===== src/rtl/any_gate_sweeper.sv =====
// any_gate_sweeper: built-in self-test driver/checker for the N-input
// selectable gate (AND/XOR/XNOR/OR). Walks every input vector for every gate
// type, samples gate_out after a settle window and tallies mismatches.
// Optional build macro: ANY_GATE_STOP_ON_ERR_EN ends the sweep at the first
// mismatch instead of running the full vector space.
//
// state | meaning
// IDLE  | waiting for start; results of the last sweep are held
// DRIVE | current vector on gate_in/gate_select, settle counter running
// CHECK | gate_out sampled and compared against the expected value
// DONE  | one-cycle completion pulse, pass resolved
module any_gate_sweeper #(
  parameter int N      = 2,
  parameter int SETTLE = 1,
  parameter int ERR_W  = N + 3
) (
  input  logic             clk,
  input  logic             rst_n,
  input  logic             start,
  input  logic             abort,
  input  logic             gate_out,
  output logic [N-1:0]     gate_in,
  output logic [1:0]       gate_select,
  output logic             busy,
  output logic             done,
  output logic             pass,
  output logic [ERR_W-1:0] err_count,
  output logic             first_fail_valid,
  output logic [1:0]       first_fail_sel,
  output logic [N-1:0]     first_fail_vec
);

  localparam logic [1:0] S_IDLE  = 2'd0;
  localparam logic [1:0] S_DRIVE = 2'd1;
  localparam logic [1:0] S_CHECK = 2'd2;
  localparam logic [1:0] S_DONE  = 2'd3;

  localparam int CNT_W = (SETTLE > 1) ? $clog2(SETTLE) : 1;
  localparam logic [CNT_W-1:0] SETTLE_LOAD = CNT_W'(SETTLE - 1);

`ifdef ANY_GATE_STOP_ON_ERR_EN
  localparam bit STOP_ON_ERR = 1'b1;
`else
  localparam bit STOP_ON_ERR = 1'b0;
`endif

  logic [1:0]       state_q, state_d;
  logic [CNT_W-1:0] cnt_q, cnt_d;
  logic [N-1:0]     vec_q, vec_d;
  logic [1:0]       sel_q, sel_d;
  logic [ERR_W-1:0] err_q, err_d;
  logic             pass_q, pass_d;
  logic             ffv_q, ffv_d;
  logic [1:0]       ffsel_q, ffsel_d;
  logic [N-1:0]     ffvec_q, ffvec_d;

  logic expected;
  logic mismatch;
  logic last_vec;

  // Expected gate response for the vector currently driven.
  always_comb begin
    expected = 1'b0;
    case (sel_q)
      2'b00:   expected = &vec_q;
      2'b01:   expected = ^vec_q;
      2'b10:   expected = ~^vec_q;
      default: expected = |vec_q;
    endcase
    mismatch = (state_q == S_CHECK) && (gate_out != expected);
    last_vec = (sel_q == 2'b11) && (&vec_q);
  end

  // Sweep sequencing, error tally and first-failure capture.
  always_comb begin
    state_d = state_q;
    cnt_d   = cnt_q;
    vec_d   = vec_q;
    sel_d   = sel_q;
    err_d   = err_q;
    pass_d  = pass_q;
    ffv_d   = ffv_q;
    ffsel_d = ffsel_q;
    ffvec_d = ffvec_q;
    case (state_q)
      S_IDLE: begin
        if (start) begin
          state_d = S_DRIVE;
          cnt_d   = SETTLE_LOAD;
          vec_d   = '0;
          sel_d   = 2'b00;
          err_d   = '0;
          pass_d  = 1'b0;
          ffv_d   = 1'b0;
        end
      end
      S_DRIVE: begin
        if (abort) begin
          state_d = S_IDLE;
          pass_d  = 1'b0;
        end else if (cnt_q == '0) begin
          state_d = S_CHECK;
        end else begin
          cnt_d = cnt_q - 1'b1;
        end
      end
      S_CHECK: begin
        // The comparison is recorded even when abort lands on this cycle.
        if (mismatch) begin
          if (err_q != '1) err_d = err_q + 1'b1;
          if (!ffv_q) begin
            ffv_d   = 1'b1;
            ffsel_d = sel_q;
            ffvec_d = vec_q;
          end
        end
        if (abort) begin
          state_d = S_IDLE;
          pass_d  = 1'b0;
        end else if (last_vec || (STOP_ON_ERR && mismatch)) begin
          // Vector outputs hold so the final (or failing) vector stays visible.
          state_d = S_DONE;
          pass_d  = (err_d == '0);
        end else begin
          state_d = S_DRIVE;
          cnt_d   = SETTLE_LOAD;
          vec_d   = vec_q + 1'b1;
          if (&vec_q) sel_d = sel_q + 1'b1;
        end
      end
      S_DONE:  state_d = S_IDLE;
      default: state_d = S_IDLE;
    endcase
  end

  // State and result registers, cleared asynchronously.
  always_ff @(posedge clk or negedge rst_n) begin
    if (!rst_n) begin
      state_q <= S_IDLE;
      cnt_q   <= '0;
      vec_q   <= '0;
      sel_q   <= 2'b00;
      err_q   <= '0;
      pass_q  <= 1'b0;
      ffv_q   <= 1'b0;
      ffsel_q <= 2'b00;
      ffvec_q <= '0;
    end else begin
      state_q <= state_d;
      cnt_q   <= cnt_d;
      vec_q   <= vec_d;
      sel_q   <= sel_d;
      err_q   <= err_d;
      pass_q  <= pass_d;
      ffv_q   <= ffv_d;
      ffsel_q <= ffsel_d;
      ffvec_q <= ffvec_d;
    end
  end

  assign gate_in          = vec_q;
  assign gate_select      = sel_q;
  assign busy             = (state_q == S_DRIVE) || (state_q == S_CHECK);
  assign done             = (state_q == S_DONE);
  assign pass             = pass_q;
  assign err_count        = err_q;
  assign first_fail_valid = ffv_q;
  assign first_fail_sel   = ffsel_q;
  assign first_fail_vec   = ffvec_q;

endmodule


===== config.mk =====
export PLATFORM = sky130hd
export DESIGN_NAME = any_gate_sweeper
export DESIGN_NICKNAME = d
export VERILOG_FILES = /design/src/rtl/any_gate_sweeper.sv
export SDC_FILE = /design/constraint.sdc
export NUM_CORES = 1
export LEC_CHECK = 0
export ABC_CLOCK_PERIOD_IN_PS = 2700
export BUFFER_PORTS_ARGS = -buffer_cell sky130_fd_sc_hd__buf_2
export CAP_MARGIN = 20
export CORE_UTILIZATION = 47
export CTS_CLUSTER_SIZE = 10
export DETAILED_ROUTE_END_ITERATION = 8
export GPL_ROUTABILITY_DRIVEN = 0
export PLACE_DENSITY = 0.69
export REMOVE_ABC_BUFFERS = 1
export SLEW_MARGIN = 40
export SYNTH_ARGS = -nofsm -noshare
export SYNTH_HDL_FRONTEND = slang
export SYNTH_SLANG_ARGS = --single-unit

===== constraint.sdc =====
create_clock -name clk -period 2.7 [get_ports clk]
set_input_delay 0.135 -clock clk [delete_from_list [all_inputs] [get_ports clk]]
set_output_delay 0.135 -clock clk [all_outputs]
set_load 0.01 [all_outputs]

==> results of run 1 <==
## cell type report
type | count | area [sq um]
clock buffers | 4 | 26.28
fillers | 204 | 950.9
inverters | 10 | 37.54
multi-input cells | 91 | 691.9
flip-flops and latches | 17 | 425.4
well taps | 28 | 35.03
repair buffers | 24 | 130.1
## Yosys cell counts (2+ instances only)
master	n	area (sq um)
sky130_fd_sc_hd__dfrtp_1	17	425.4
sky130_fd_sc_hd__ha_1	11	137.6
sky130_fd_sc_hd__inv_1	10	37.54
sky130_fd_sc_hd__o21ai_0	9	45.04
sky130_fd_sc_hd__nand2_1	7	26.28
sky130_fd_sc_hd__a21oi_1	6	30.03
sky130_fd_sc_hd__nand3_1	6	30.03
sky130_fd_sc_hd__nor2_1	6	22.52
sky130_fd_sc_hd__a31oi_1	4	25.02
sky130_fd_sc_hd__clkbuf_1	4	15.01
sky130_fd_sc_hd__mux2_2	4	45.04
sky130_fd_sc_hd__a22o_1	3	26.28
sky130_fd_sc_hd__mux2i_1	3	30.03
sky130_fd_sc_hd__nand2b_1	3	18.77
sky130_fd_sc_hd__and3_1	2	12.51
sky130_fd_sc_hd__nand3b_1	2	15.01
sky130_fd_sc_hd__nand4_1	2	12.51
sky130_fd_sc_hd__nor3_1	2	10.01
sky130_fd_sc_hd__nor3_2	2	20.02
## per-stage QoR
| stage | setup slack, ns | instance area, sq um |
|---|---|---|
| detailed placement | 0.4615 | 1310 |
| CTS | 0.4488 | 1346 |
| global route | 0.3176 | 1346 |
| global placement | 0.5347 | 1310 |
| finish | 0.4489 | 1346 |
| floorplan | 0.5220 | 1155 |
## worst max-delay path, cell delays in order (launching register included)
cell	delay (ns)
sky130_fd_sc_hd__dfrtp_1	0.42
sky130_fd_sc_hd__inv_1	0.09
sky130_fd_sc_hd__ha_1	0.32
sky130_fd_sc_hd__mux2i_1	0.25
sky130_fd_sc_hd__mux2i_2	0.39
sky130_fd_sc_hd__nor3_2	0.10
sky130_fd_sc_hd__mux2_4	0.32
sky130_fd_sc_hd__a32o_1	0.25
## sequential cells by signal, summed over array words and instances (netlist names)
| register | count |
|---|---|
| err_count | 5 |
| first_fail_sel | 2 |
| first_fail_valid | 1 |
| first_fail_vec | 2 |
| gate_in | 2 |
| gate_select | 2 |
| pass | 1 |
| state_q | 2 |
## logic make-up (layout without fill, tap and decap cells)
| family | after synthesis | count (layout) | synth area share (%) |
|---|---|---|---|
| fa+ha+maj | 11 | 11 | 11.60 |
| flops | 17 | 17 | 35.87 |
| xor+xnor | 1 | 1 | 0.7385 |
| mux | 9 | 9 | 8.754 |
| buf+inv | 16 | 38 | 5.801 |
| compound gates | 34 | 34 | 20.04 |
| simple gates | 36 | 36 | 17.19 |
## per-layer routing
layer | vias up | GRT usage, %
met5 | - | 0
met4 | 0 | 10.09
met3 | 4 | 2.899
met2 | 27 | 35.47
met1 | 477 | 28.47
li1 | 497 | -
## path summary, 6_finish.rpt
kind                                        start                 to  slack, ns  cells after the start
worst max-delay path                   gate_in[0]       err_count[3]       0.45                      7
worst min-delay path                        abort         state_q[1]       0.11                      2
worst max register to register         gate_in[0]       err_count[3]       0.45                      7
worst min register to register  first_fail_sel[1]  first_fail_sel[1]       0.51                      1
max in group asynchronous                   rst_n         state_q[0]       2.13                      2
min in group asynchronous                   rst_n       err_count[3]       0.29                      2
## where the power goes
| part | internal (W) | switching [W] |
|---|---|---|
| logic | 0.000136 | 0.000224 |
| clock network | 0.0000574 | 0.0000788 |
| registers | 0.000281 | 0.0000262 |
==> tab_implementation.tex, run 1 <==
\begin{tabular}{lr}
\hline
Metric & Value \\
\hline
\multicolumn{2}{l}{\textbf{Run status}} \\
\quad Outcome & finished, final reports clean \\
\multicolumn{2}{l}{\textbf{Synth}} \\
\quad Gate Count Post-Synth & $\sim$120 \\
\quad Top FF cell, synth & sky130\_fd\_sc\_hd\_\_dfrtp\_1 \\
\quad Synth warn & 0 \\
\quad Number of enable flip-flop cells after synthesis & 0 \\
\quad Part of the Yosys area used for sequential elements & 35.86\% \\
\quad Share of async-settable or async-resettable flops after synthesis & 100.0\% \\
\quad Mean post-synth cell area & 9.566 sq um \\
\quad Count of cell types in the netlist & 40 \\
\quad Synthesis-stage register bit count & 17 \\
\quad Post-Syn Area & between 1000 and 1500 sq um \\
\multicolumn{2}{l}{\textbf{Timing}} \\
\quad Period Utilization, post-route & 83.37\% \\
\quad Least-Margin Pin Slew & approximately 0.52 ns \\
\quad Max-slew violation count & 0 \\
\quad Minimum clock period after layout & 2.251 ns \\
\quad Number of setup violations in the final report & 0 \\
\quad TNS Setup & 0 ns \\
\quad WHS & 0.1137 ns \\
\quad Setup repair after global routing missed its margin & false \\
\quad Final hold violation count & 0 \\
\quad Fmax & 444.2 MHz \\
\quad Worst relative slew slack & around 65\% \\
\quad Final clock skew & 0.004042 ns \\
\multicolumn{2}{l}{\textbf{Final layout}} \\
\quad Share of cells above drive strength 1 & between 20\% and 30\% \\
\quad Most frequent standard cell in the layout excluding fill and tap cells & sky130\_fd\_sc\_hd\_\_buf\_2 \\
\quad Post-route non-filler standard cell count & roughly 170 \\
\quad Area Growth Syn to Fin & 13.50\% \\
\quad Net count of the finished layout & 163 \\
\quad Leading cell types in the layout, fill and taps excluded & sky130\_fd\_sc\_hd\_\_buf\_2, sky130\_fd\_sc\_hd\_\_dfrtp\_1, sky130\_fd\_sc\_hd\_\_ha\_1, sky130\_fd\_sc\_hd\_\_inv\_1, sky130\_fd\_sc\_hd\_\_o21ai\_0 \\
\quad Diode count & 0 \\
\quad Utilization of the core after routing & between 50\% and 60\% \\
\multicolumn{2}{l}{\textbf{Drt}} \\
\quad Antenna-violating nets left & 0 \\
\quad Routed wire length per instance & 14.56 microns \\
\quad Met3 layer wire length in the routed design & around 100 microns \\
\quad Routed vias/inst & between 5 and 6 \\
\quad Routed length on met2 & 1.180 mm \\
\quad Highest routed layer & met4 \\
\quad Sum of routed wire segments on met1 & 1.212 mm \\
\quad Via count & 1,005 \\
\quad DR iter-0 viols & 17 \\
\quad Number of search-and-repair iterations in the first detailed-routing pass & 4 \\
\quad Number of remaining DRC errors & 0 \\
\quad Total wirelength of the detailed-routed design & $\sim$2.5 mm \\
\multicolumn{2}{l}{\textbf{Clock tree}} \\
\quad Insertion delay to the later sink of the worst-skew pair & between 0.2 and 0.3 ns \\
\quad Clock tree from TritonCTS & built \\
\quad Count of clock tree sinks & 17 \\
\quad Post-CTS Repair Setup Buffers & 0 \\
\quad \# hold bufs at CTS & 1 \\
\quad CTS Buf Count & 3 \\
\quad Quantity of gates resized following cts & 0 \\
\quad Clock-pin slew reported for the worst setup and hold paths after clock tree synthesis & roughly 0.1 ns \\
\quad Deepest clock path buffer count & 2 \\
\quad Root buf cell & sky130\_fd\_sc\_hd\_\_clkbuf\_4 \\
\quad H-Tree Depth & 1 \\
\multicolumn{2}{l}{\textbf{Floorplan}} \\
\quad Die Wd & 52.24 microns \\
\quad Floorplan row count & 17 \\
\quad \# IOs & 22 \\
\quad Starting utilization of the core area & about half \\
\quad Placeable core area & 2297 sq um \\
\quad Area of the die & 2729 sq um \\
\quad Height of the die & 52.24 microns \\
\multicolumn{2}{l}{\textbf{Global route}} \\
\quad Tot GR Track Use & a little over a fifth \\
\quad Number of antenna violations at the first check in global routing & 0 \\
\quad Largest net degree at the start of global routing & 18 \\
\quad Wire length of the first global-routing pass & between 4 and 5 mm \\
\quad Vias in the first global route & 948 \\
\quad Total gr overflow & 0 \\
\multicolumn{2}{l}{\textbf{Worst hold path}} \\
\quad Worst hold-check path type & in2reg \\
\multicolumn{2}{l}{\textbf{Critical path}} \\
\quad Crit path arrival time & around 2.4 ns \\
\quad Data required time at the worst endpoint & 2.89 ns \\
\quad Crit start category & flop \\
\quad Largest fanout on the critical path & 5 \\
\quad Type of element capturing the critical path & flop \\
\quad CP Class & reg2reg \\
\multicolumn{2}{l}{\textbf{Placed design}} \\
\quad I/O Buffers & 21 \\
\quad Detailed placement HPWL & approximately 1.9 mm \\
\quad Placed insts & 169 \\
\multicolumn{2}{l}{\textbf{Run}} \\
\quad Max-cap violations & 0 \\
\multicolumn{2}{l}{\textbf{Pwr}} \\
\quad Power after layout & 0.0008032 W \\
\quad Ratio of total power to cell area & between 500 and 600 nW/um\^{}2 \\
\quad Lkg Pwr & 0.6439 nW \\
\quad Maximum vdd drop & 0.4309 mV \\
\hline
\end{tabular}
Note: power is estimated with default switching activity, not from simulation.
==> inputs of run 2 (changes only) <==
- ABC_AREA: not set -> 1
- ABC_CLOCK_PERIOD_IN_PS: 2700 -> 1900
- PLACE_DENSITY: 0.69 -> 0.72
- clock period: 2.7 -> 1.9 ns (I/O delays scaled with it)
==> run 2 against run 1 <==
Via count increased by 4.1%. Count of clock-buffer cells in the layout unchanged. Core utilization is 1.7 points higher. Synthesized cell count increased by 19%. Non-clock buffer count increased by 5. Total power increased by 78%. Clock power is 47% higher. First-iteration DRC count is 59% higher. Routed wire length shrank 4.9%. Global-route usage fell by 1.2 points. Register-to-register slack worse by 0.39 ns. Critical path depth rose by 2. Critical path type unchanged. Highest routed layer unchanged.
==> tab_implementation.tex, run 2 <==
\begin{tabular}{lr}
\hline
Metric & Value \\
\hline
\multicolumn{2}{l}{\textbf{Global route}} \\
\quad Tot GR Track Use & 20.57\% (-1.2 points) \\
\quad Number of antenna violations at the first check in global routing & 0 (unchanged) \\
\quad Total gr overflow & 0 (unchanged) \\
\quad Largest net degree at the start of global routing & 18 (unchanged) \\
\quad Wire length of the first global-routing pass & 4.071 mm (-5.1\%) \\
\quad Vias in the first global route & 940 (-0.84\%) \\
\multicolumn{2}{l}{\textbf{Synth}} \\
\quad Count of cell types in the netlist & 23 (-43\%) \\
\quad Synthesis-stage register bit count & 17 (unchanged) \\
\quad Number of enable flip-flop cells after synthesis & 0 (unchanged) \\
\quad Dominant cells by area after synthesis & sky130\_fd\_sc\_hd\_\_dfrtp\_1, sky130\_fd\_sc\_hd\_\_ha\_1, sky130\_fd\_sc\_hd\_\_nand2\_1 \\
\quad Gate Count Post-Synth & 147 (+19\%) \\
\quad Proportion of netlist area held by the largest area contributor & 36.76\% (+0.89 points) \\
\quad Most frequent cell after synthesis & sky130\_fd\_sc\_hd\_\_nand2\_1 \\
\quad Synth warn & 0 (unchanged) \\
\quad Leading area contributor after synthesis & sky130\_fd\_sc\_hd\_\_dfrtp\_1 \\
\quad Part of the Yosys area used for sequential elements & 36.76\% (+0.89 points) \\
\quad List of most frequent post-synthesis cells & sky130\_fd\_sc\_hd\_\_nand2\_1, sky130\_fd\_sc\_hd\_\_inv\_1, sky130\_fd\_sc\_hd\_\_dfrtp\_1, sky130\_fd\_sc\_hd\_\_nor2\_1, sky130\_fd\_sc\_hd\_\_ha\_1 \\
\quad Mean post-synth cell area & 7.873 sq um (-18\%) \\
\quad Post-Syn Area & 1157 sq um (-2.4\%) \\
\quad Share of async-settable or async-resettable flops after synthesis & 100.0\% (unchanged) \\
\quad Top FF cell, synth & sky130\_fd\_sc\_hd\_\_dfrtp\_1 \\
\multicolumn{2}{l}{\textbf{Drt}} \\
\quad Via count & 1,046 (+4.1\%) \\
\quad Number of search-and-repair iterations in the first detailed-routing pass & 4 (unchanged) \\
\quad Antenna-violating nets left & 0 (unchanged) \\
\quad Routed vias/inst & 5.078 (-12\%) \\
\quad Routed wire length per instance & 11.70 microns (-20\%) \\
\quad Total wirelength of the detailed-routed design & 2.410 mm (-4.9\%) \\
\quad DR iter-0 viols & 27 (+10) \\
\quad Number of remaining DRC errors & 0 (unchanged) \\
\multicolumn{2}{l}{\textbf{Timing}} \\
\quad Period Utilization, post-route & 96.64\% (+13 points) \\
\quad Max-slew violation count & 0 (unchanged) \\
\quad Fmax & 544.6 MHz (+23\%) \\
\quad Minimum clock period after layout & 1.836 ns (-0.4148 ns) \\
\quad Setup repair after global routing missed its margin & true \\
\quad Final clock skew & 0.002224 ns (-0.001817 ns) \\
\quad Final hold violation count & 0 (unchanged) \\
\quad Number of setup violations in the final report & 0 (unchanged) \\
\quad Worst relative slew slack & 73.21\% (+8.3 points) \\
\quad Least-Margin Pin Slew & 0.4018 ns (-0.1199 ns) \\
\quad WHS & 0.1474 ns (+0.03372 ns) \\
\quad Fin worst setup slack & 0.06375 ns (-0.3852 ns) \\
\multicolumn{2}{l}{\textbf{Pwr}} \\
\quad Maximum vdd drop & 0.8598 mV (+100\%) \\
\quad Power after layout & 0.001429 W (+78\%) \\
\quad Lkg Pwr & 0.7470 nW (+16\%) \\
\quad Ratio of total power to cell area & 1041 nW/um\^{}2 (+75\%) \\
\multicolumn{2}{l}{\textbf{Final layout}} \\
\quad Net count of the finished layout & 195 (+20\%) \\
\quad Largest register FFs & 5 (unchanged) \\
\quad Diode count & 0 (unchanged) \\
\quad Number of fill cells & 223 (+9.3\%) \\
\quad Area Growth Syn to Fin & 18.59\% \\
\quad Leading cell types in the layout, fill and taps excluded & sky130\_fd\_sc\_hd\_\_nand2\_1, sky130\_fd\_sc\_hd\_\_inv\_1, sky130\_fd\_sc\_hd\_\_buf\_2, sky130\_fd\_sc\_hd\_\_dfrtp\_1, sky130\_fd\_sc\_hd\_\_nor2\_1 \\
\quad Post-route non-filler standard cell count & 206 (+18\%) \\
\quad Share of cells above drive strength 1 & 29.21\% (+3.9 points) \\
\quad Most frequent standard cell in the layout excluding fill and tap cells & sky130\_fd\_sc\_hd\_\_nand2\_1 \\
\multicolumn{2}{l}{\textbf{Worst hold path}} \\
\quad Worst hold-check path type & in2reg \\
\multicolumn{2}{l}{\textbf{Clock tree}} \\
\quad Insertion delay to the later sink of the worst-skew pair & 0.29 ns (about the same) \\
\quad Clock-pin slew reported for the worst setup and hold paths after clock tree synthesis & 0.10 ns (about the same) \\
\quad Count of clock tree sinks & 17 (unchanged) \\
\quad H-Tree Depth & 1 (unchanged) \\
\quad Deepest clock path buffer count & 2 (unchanged) \\
\quad Clock tree from TritonCTS & built \\
\quad CTS Buf Count & 3 (unchanged) \\
\quad Root buf cell & sky130\_fd\_sc\_hd\_\_clkbuf\_4 \\
\multicolumn{2}{l}{\textbf{Critical path}} \\
\quad Data required time at the worst endpoint & 2.08 ns (-0.81 ns) \\
\quad Beginning of the critical path & gate\_in[0] \\
\quad R2R Path Start & gate\_in[0] \\
\quad Worst setup path end & first\_fail\_vec[1] \\
\quad Crit path arrival time & 2.02 ns (-0.42 ns) \\
\quad Crit start category & flop \\
\quad Largest fanout on the critical path & 8 (+3) \\
\quad CP Class & reg2reg \\
\quad Type of element capturing the critical path & flop \\
\quad Cell depth of the worst flop-to-flop path & 9 (+2) \\
\quad Setup slack of the worst register-to-register path & 0.06 ns (-0.39 ns) \\
\quad Endpoint of the most critical register-to-register path & first\_fail\_vec[1] \\
\multicolumn{2}{l}{\textbf{Run status}} \\
\quad Outcome & finished, final reports clean \\
\multicolumn{2}{l}{\textbf{Run}} \\
\quad Max-cap violations & 0 (unchanged) \\
\multicolumn{2}{l}{\textbf{Floorplan}} \\
\quad Placeable core area & 2276 sq um (-0.93\%) \\
\quad Starting utilization of the core area & 50.85\% (-0.78 points) \\
\quad \# IOs & 22 (unchanged) \\
\quad Die Wd & 51.63 microns (-1.2\%) \\
\quad Height of the die & 51.63 microns (-1.2\%) \\
\quad Area of the die & 2665 sq um (-2.3\%) \\
\quad Floorplan row count & 17 (unchanged) \\
\multicolumn{2}{l}{\textbf{Placed design}} \\
\quad Placed insts & 199 (+18\%) \\
\quad Post-place setup slack & -0.1024 ns (-0.5639 ns) \\
\quad Detailed placement HPWL & 1.902 mm (+2.1\%) \\
\quad I/O Buffers & 21 (unchanged) \\
\hline
\end{tabular}
-- run 2: changes by cell type after synthesis, moves of 5 or more --
cell / change
sky130_fd_sc_hd__nand2_1: +23
sky130_fd_sc_hd__nand2_2: +7
sky130_fd_sc_hd__a21oi_1: -5
sky130_fd_sc_hd__inv_1: +14
sky130_fd_sc_hd__o21ai_2: +5
sky130_fd_sc_hd__nor2_1: +8
-- run 2: area by class of cell --
| cell class | instances | area, sq um | area share (%) |
|---|---|---|---|
| Sequential cell | 17 | 425.4 | 30.99 |
| Timing Repair Buffer | 29 | 167.7 | 12.22 |
| Tap cell | 28 | 35.03 | 2.552 |
| Clock buffer | 4 | 26.28 | 1.914 |
| Multi-Input combinational cell | 103 | 624.3 | 45.49 |
| Inverter | 25 | 93.84 | 6.837 |
-- run 2: worst max-delay path, stage by stage, from the launching register on --
cell and delay [ns]:
sky130_fd_sc_hd__dfrtp_1 0.41, sky130_fd_sc_hd__buf_4 0.15, sky130_fd_sc_hd__ha_1 0.23, sky130_fd_sc_hd__a21oi_2 0.15, sky130_fd_sc_hd__nand2_2 0.08, sky130_fd_sc_hd__nand3_2 0.09, sky130_fd_sc_hd__nand3_4 0.08, sky130_fd_sc_hd__or2_1 0.36
sky130_fd_sc_hd__nand2_2 0.11, sky130_fd_sc_hd__o21ai_2 0.05
-- run 2: cells by family (layout without fill, tap and decap cells) --
logic type	after synthesis	after routing	synth area share (%)
fa+ha+maj	11	11	11.89
buf+inv	27	58	9.730
compound gates	21	21	11.89
simple gates	71	71	29.73
flops	17	17	36.76
-- run 2: worst min-delay path by stage --
stage          cells past startpoint  startpoint  slack [ns]                end
2_1_floorplan                      0       rst_n       -0.20       err_count[0]
3_3_place_gp                       1       rst_n        0.04  first_fail_sel[0]
3_5_place_dp                       1       rst_n        0.05  first_fail_sel[0]
4_1_cts                            4       start        0.15         state_q[1]
5_1_grt                            4       start        0.17         state_q[1]
6_report                           4       start        0.15         state_q[1]
-- run 2: per-layer routing --
layer / global-route usage [%] / part of all wire (%) / up-vias
met5: 0 / 0 / -
met4: 9.009 / 1.0 / 0
met3: 3.509 / 3.8 / 4
met2: 33.33 / 48 / 29
met1: 26.68 / 47 / 475
li1: - / - / 538
-- run 2: repair_timing --
| item | in CTS | in global routing |
|---|---|---|
| endpoints found under the hold margin | 17 | 0 |
| setup endpoints to repair | 4 | 9 |
| resized for setup | 1 | 3 |
| hold buffers | 1 | 0 |
| buffers inserted | 0 | 2 |
-- run 2: where the power goes --
| part | internal, W | switching (W) | leakage (nW) |
|---|---|---|---|
| logic | 0.000283 | 0.000445 | 0.499 |
| registers | 0.000440 | 0.0000600 | 0.233 |
| clock network | 0.0000817 | 0.000119 | 0.0150 |
-- run 2: per-stage QoR --
stage / TNS (ns) / area, sq um / utilization, %
after global routing: -0.3321 / 1373 / 60.31
after CTS: 0 / 1353 / 59.43
final: 0 / 1373 / 60.31
after floorplan: -0.2365 / 1139 / -
after global placement: -0.01605 / 1316 / 57.83
after detailed placement: -0.3792 / 1316 / 57.83
==> inputs of run 3 (changes only) <==
- CORE_ASPECT_RATIO: not set -> 1.75
==> run 3 against run 2 <==
Clock skew grew 0.00051 ns. Worst setup slack gained 0.091 ns. First-iteration DRC count shrank 11%. Maximum frequency grew 5.2%. Total power grew 6.1%. Sequential power grew 0.8%.
==> tab_implementation.tex, run 3 (synthesis results as in run 2) <==
\begin{tabular}{lr}
\hline
Metric & Value \\
\hline
\multicolumn{2}{l}{\textbf{Run status}} \\
\quad Outcome & finished, final reports clean \\
\multicolumn{2}{l}{\textbf{Timing}} \\
\quad Final clock skew & 0.002737 ns (+0.0005122 ns) \\
\quad Worst relative slew slack & 74.13\% (+0.91 points) \\
\quad Final hold violation count & 0 (unchanged) \\
\quad Period Utilization, post-route & 91.83\% (-4.8 points) \\
\quad Least-Margin Pin Slew & 0.3881 ns (-0.01369 ns) \\
\quad Minimum clock period after layout & 1.745 ns (-0.09139 ns) \\
\quad Fmax & 573.1 MHz (+5.2\%) \\
\quad TNS Setup & 0 ns (unchanged) \\
\quad Max-slew violation count & 0 (unchanged) \\
\quad Number of setup violations in the final report & 0 (unchanged) \\
\quad Fin worst setup slack & 0.1551 ns (+0.09139 ns) \\
\multicolumn{2}{l}{\textbf{Drt}} \\
\quad Met3 layer wire length in the routed design & 111 microns (+21\%) \\
\quad Routed vias/inst & 5.263 (+3.7\%) \\
\quad DR iter-0 viols & 24 (-11\%) \\
\quad Via count & 1,079 (+3.2\%) \\
\quad Sum of routed wire segments on met1 & 959 microns (-15\%) \\
\quad Number of remaining DRC errors & 0 (unchanged) \\
\quad Number of search-and-repair iterations in the first detailed-routing pass & 4 (unchanged) \\
\quad Antenna-violating nets left & 0 (unchanged) \\
\quad Routed length on met2 & 1.265 mm (+8.9\%) \\
\quad Total wirelength of the detailed-routed design & 2.382 mm (-1.2\%) \\
\quad Routed wire length per instance & 11.62 microns (-0.68\%) \\
\quad Highest routed layer & met4 \\
\multicolumn{2}{l}{\textbf{Worst hold path}} \\
\quad Hold Path Stages & 4 (unchanged) \\
\quad Min-Delay Endpoint & state\_q[1] \\
\quad Worst hold-check path type & in2reg \\
\quad Launch instance of the worst min-delay path & start \\
\multicolumn{2}{l}{\textbf{Final layout}} \\
\quad Net count of the finished layout & 197 (+1.0\%) \\
\quad Leading cell types in the layout, fill and taps excluded & sky130\_fd\_sc\_hd\_\_nand2\_1, sky130\_fd\_sc\_hd\_\_inv\_1, sky130\_fd\_sc\_hd\_\_buf\_2, sky130\_fd\_sc\_hd\_\_dfrtp\_1, sky130\_fd\_sc\_hd\_\_nor2\_1 \\
\quad Post-route non-filler standard cell count & 205 (-0.49\%) \\
\quad Post-Layout Inst Area & 1403 sq um (+2.2\%) \\
\quad Diode count & 0 (unchanged) \\
\quad Share of cells above drive strength 1 & 30.56\% (+1.3 points) \\
\quad Largest register FFs & 5 (unchanged) \\
\quad Area Growth Syn to Fin & 21.19\% \\
\quad Most frequent standard cell in the layout excluding fill and tap cells & sky130\_fd\_sc\_hd\_\_nand2\_1 \\
\multicolumn{2}{l}{\textbf{Global route}} \\
\quad Vias in the first global route & 1,036 (+10\%) \\
\quad Wire length of the first global-routing pass & 4.098 mm (+0.66\%) \\
\quad Largest net degree at the start of global routing & 18 (unchanged) \\
\quad Total gr overflow & 0 (unchanged) \\
\quad Number of antenna violations at the first check in global routing & 0 (unchanged) \\
\quad Tot GR Track Use & 21.51\% (+0.94 points) \\
\multicolumn{2}{l}{\textbf{Critical path}} \\
\quad Setup slack of the worst register-to-register path & 0.16 ns (+0.09 ns) \\
\quad Crit start category & flop \\
\quad Crit path arrival time & 1.94 ns (-0.08 ns) \\
\quad Largest fanout on the critical path & 4 (-4) \\
\quad CP Class & reg2reg \\
\quad Cell depth of the worst flop-to-flop path & 12 (+3) \\
\quad Type of element capturing the critical path & flop \\
\quad R2R Path Start & gate\_in[1] \\
\quad Endpoint of the most critical register-to-register path & pass \\
\quad Data required time at the worst endpoint & 2.09 ns (about the same) \\
\multicolumn{2}{l}{\textbf{Placed design}} \\
\quad I/O Buffers & 21 (unchanged) \\
\quad Placed insts & 198 (-0.50\%) \\
\quad Detailed placement HPWL & 1.896 mm (-0.32\%) \\
\quad Placed standard-cell area & 1328 sq um (+0.86\%) \\
\quad Post-place setup slack & -0.07110 ns (+0.03134 ns) \\
\multicolumn{2}{l}{\textbf{Floorplan}} \\
\quad Starting utilization of the core area & 50.27\% (-0.58 points) \\
\quad Die Wd & 39.51 microns (-23\%) \\
\quad \# IOs & 22 (unchanged) \\
\quad Area of the die & 2673 sq um (+0.28\%) \\
\quad Floorplan row count & 23 (+6) \\
\quad Placeable core area & 2302 sq um (+1.2\%) \\
\quad Height of the die & 67.65 microns (+31\%) \\
\multicolumn{2}{l}{\textbf{Pwr}} \\
\quad Lkg Pwr & 0.7673 nW (+2.7\%) \\
\quad Ratio of total power to cell area & 1081 nW/um\^{}2 (+3.8\%) \\
\quad Maximum vdd drop & 0.7855 mV (-8.6\%) \\
\multicolumn{2}{l}{\textbf{Run}} \\
\quad Max-cap violations & 0 (unchanged) \\
\multicolumn{2}{l}{\textbf{Clock tree}} \\
\quad H-Tree Depth & 1 (unchanged) \\
\quad Deepest clock path buffer count & 2 (unchanged) \\
\quad Root buf cell & sky130\_fd\_sc\_hd\_\_clkbuf\_8 \\
\quad Clock-pin slew reported for the worst setup and hold paths after clock tree synthesis & 0.07 ns (-0.03 ns) \\
\quad Count of clock tree sinks & 17 (unchanged) \\
\quad Insertion delay to the later sink of the worst-skew pair & 0.25 ns (-0.04 ns) \\
\quad CTS Buf Count & 3 (unchanged) \\
\quad Clock tree from TritonCTS & built \\
\hline
\end{tabular}
## run 3: changes by cell type in the layout (fill, tap and decap cells not counted), sizes merged
cell  previous run  this run
buf             28        30
## run 3: per-stage QoR
step / hold WS [ns] / power (W) / util (%)
after detailed placement: 0.03955 / 0.001239 / 57.66
after global routing: 0.2195 / 0.001647 / 60.92
after global placement: 0.04082 / 0.001217 / 57.66
after CTS: 0.1851 / 0.001513 / 60.05
final: 0.1847 / 0.001516 / 60.92
after floorplan: -0.2006 / 0.0009939 / -
## run 3: cell type report
type,count,area (sq um)
inverter,25,93.84
tap,25,31.28
clock buffer,4,45.04
sequential,17,425.4
fill,217,899.6
timing repair buffer,31,182.7
multi-input combinational,103,624.3
## run 3: worst max-delay path: stages (launching register included)
cell	delay (ns)
sky130_fd_sc_hd__dfrtp_1	0.40
sky130_fd_sc_hd__buf_4	0.15
sky130_fd_sc_hd__ha_1	0.21
sky130_fd_sc_hd__a21oi_2	0.16
sky130_fd_sc_hd__nand2_2	0.08
sky130_fd_sc_hd__nand3_2	0.09
sky130_fd_sc_hd__nand3_4	0.08
sky130_fd_sc_hd__buf_4	0.15
sky130_fd_sc_hd__nand2_1	0.05
sky130_fd_sc_hd__nand2_1	0.07
sky130_fd_sc_hd__nor2_2	0.12
sky130_fd_sc_hd__nand3_1	0.07
sky130_fd_sc_hd__nand2_1	0.06
## run 3: how the worst max path moves through the flow
stage	startpoint	end	slack, ns	cells past startpoint
after floorplan	gate_in[0]	first_fail_sel[0]	-0.06	11
after global placement	gate_in[1]	first_fail_sel[0]	0.001	11
after detailed placement	gate_in[0]	first_fail_sel[0]	-0.07	12
after CTS	gate_in[1]	first_fail_sel[0]	0.02	12
after global routing	gate_in[0]	pass	-0.002	14
final	gate_in[1]	pass	0.16	12
## run 3: what timing repair did
| item | in CTS | in global routing |
|---|---|---|
| endpoints found under the hold margin | 17 | 0 |
| setup endpoints to repair | 4 | 7 |
| gates cloned | 0 | 0 |
| buffers inserted | 0 | 2 |
| hold buffers | 1 | 0 |
| gates resized for setup | 1 | 4 |
## run 3: report_power, final
group	total, W	internal (W)	leakage, nW	switching (W)
clock network	0.000270	0.000149	0.0228	0.000121
logic	0.000743	0.000300	0.512	0.000443
registers	0.000504	0.000441	0.233	0.0000622
## run 3: layer usage
| layer | vias to the layer above | GRT usage (%) |
|---|---|---|
| met5 | - | 0 |
| met4 | 0 | 9.483 |
| met3 | 5 | 1.974 |
| met2 | 30 | 38.52 |
| met1 | 508 | 24.17 |
| li1 | 536 | - |
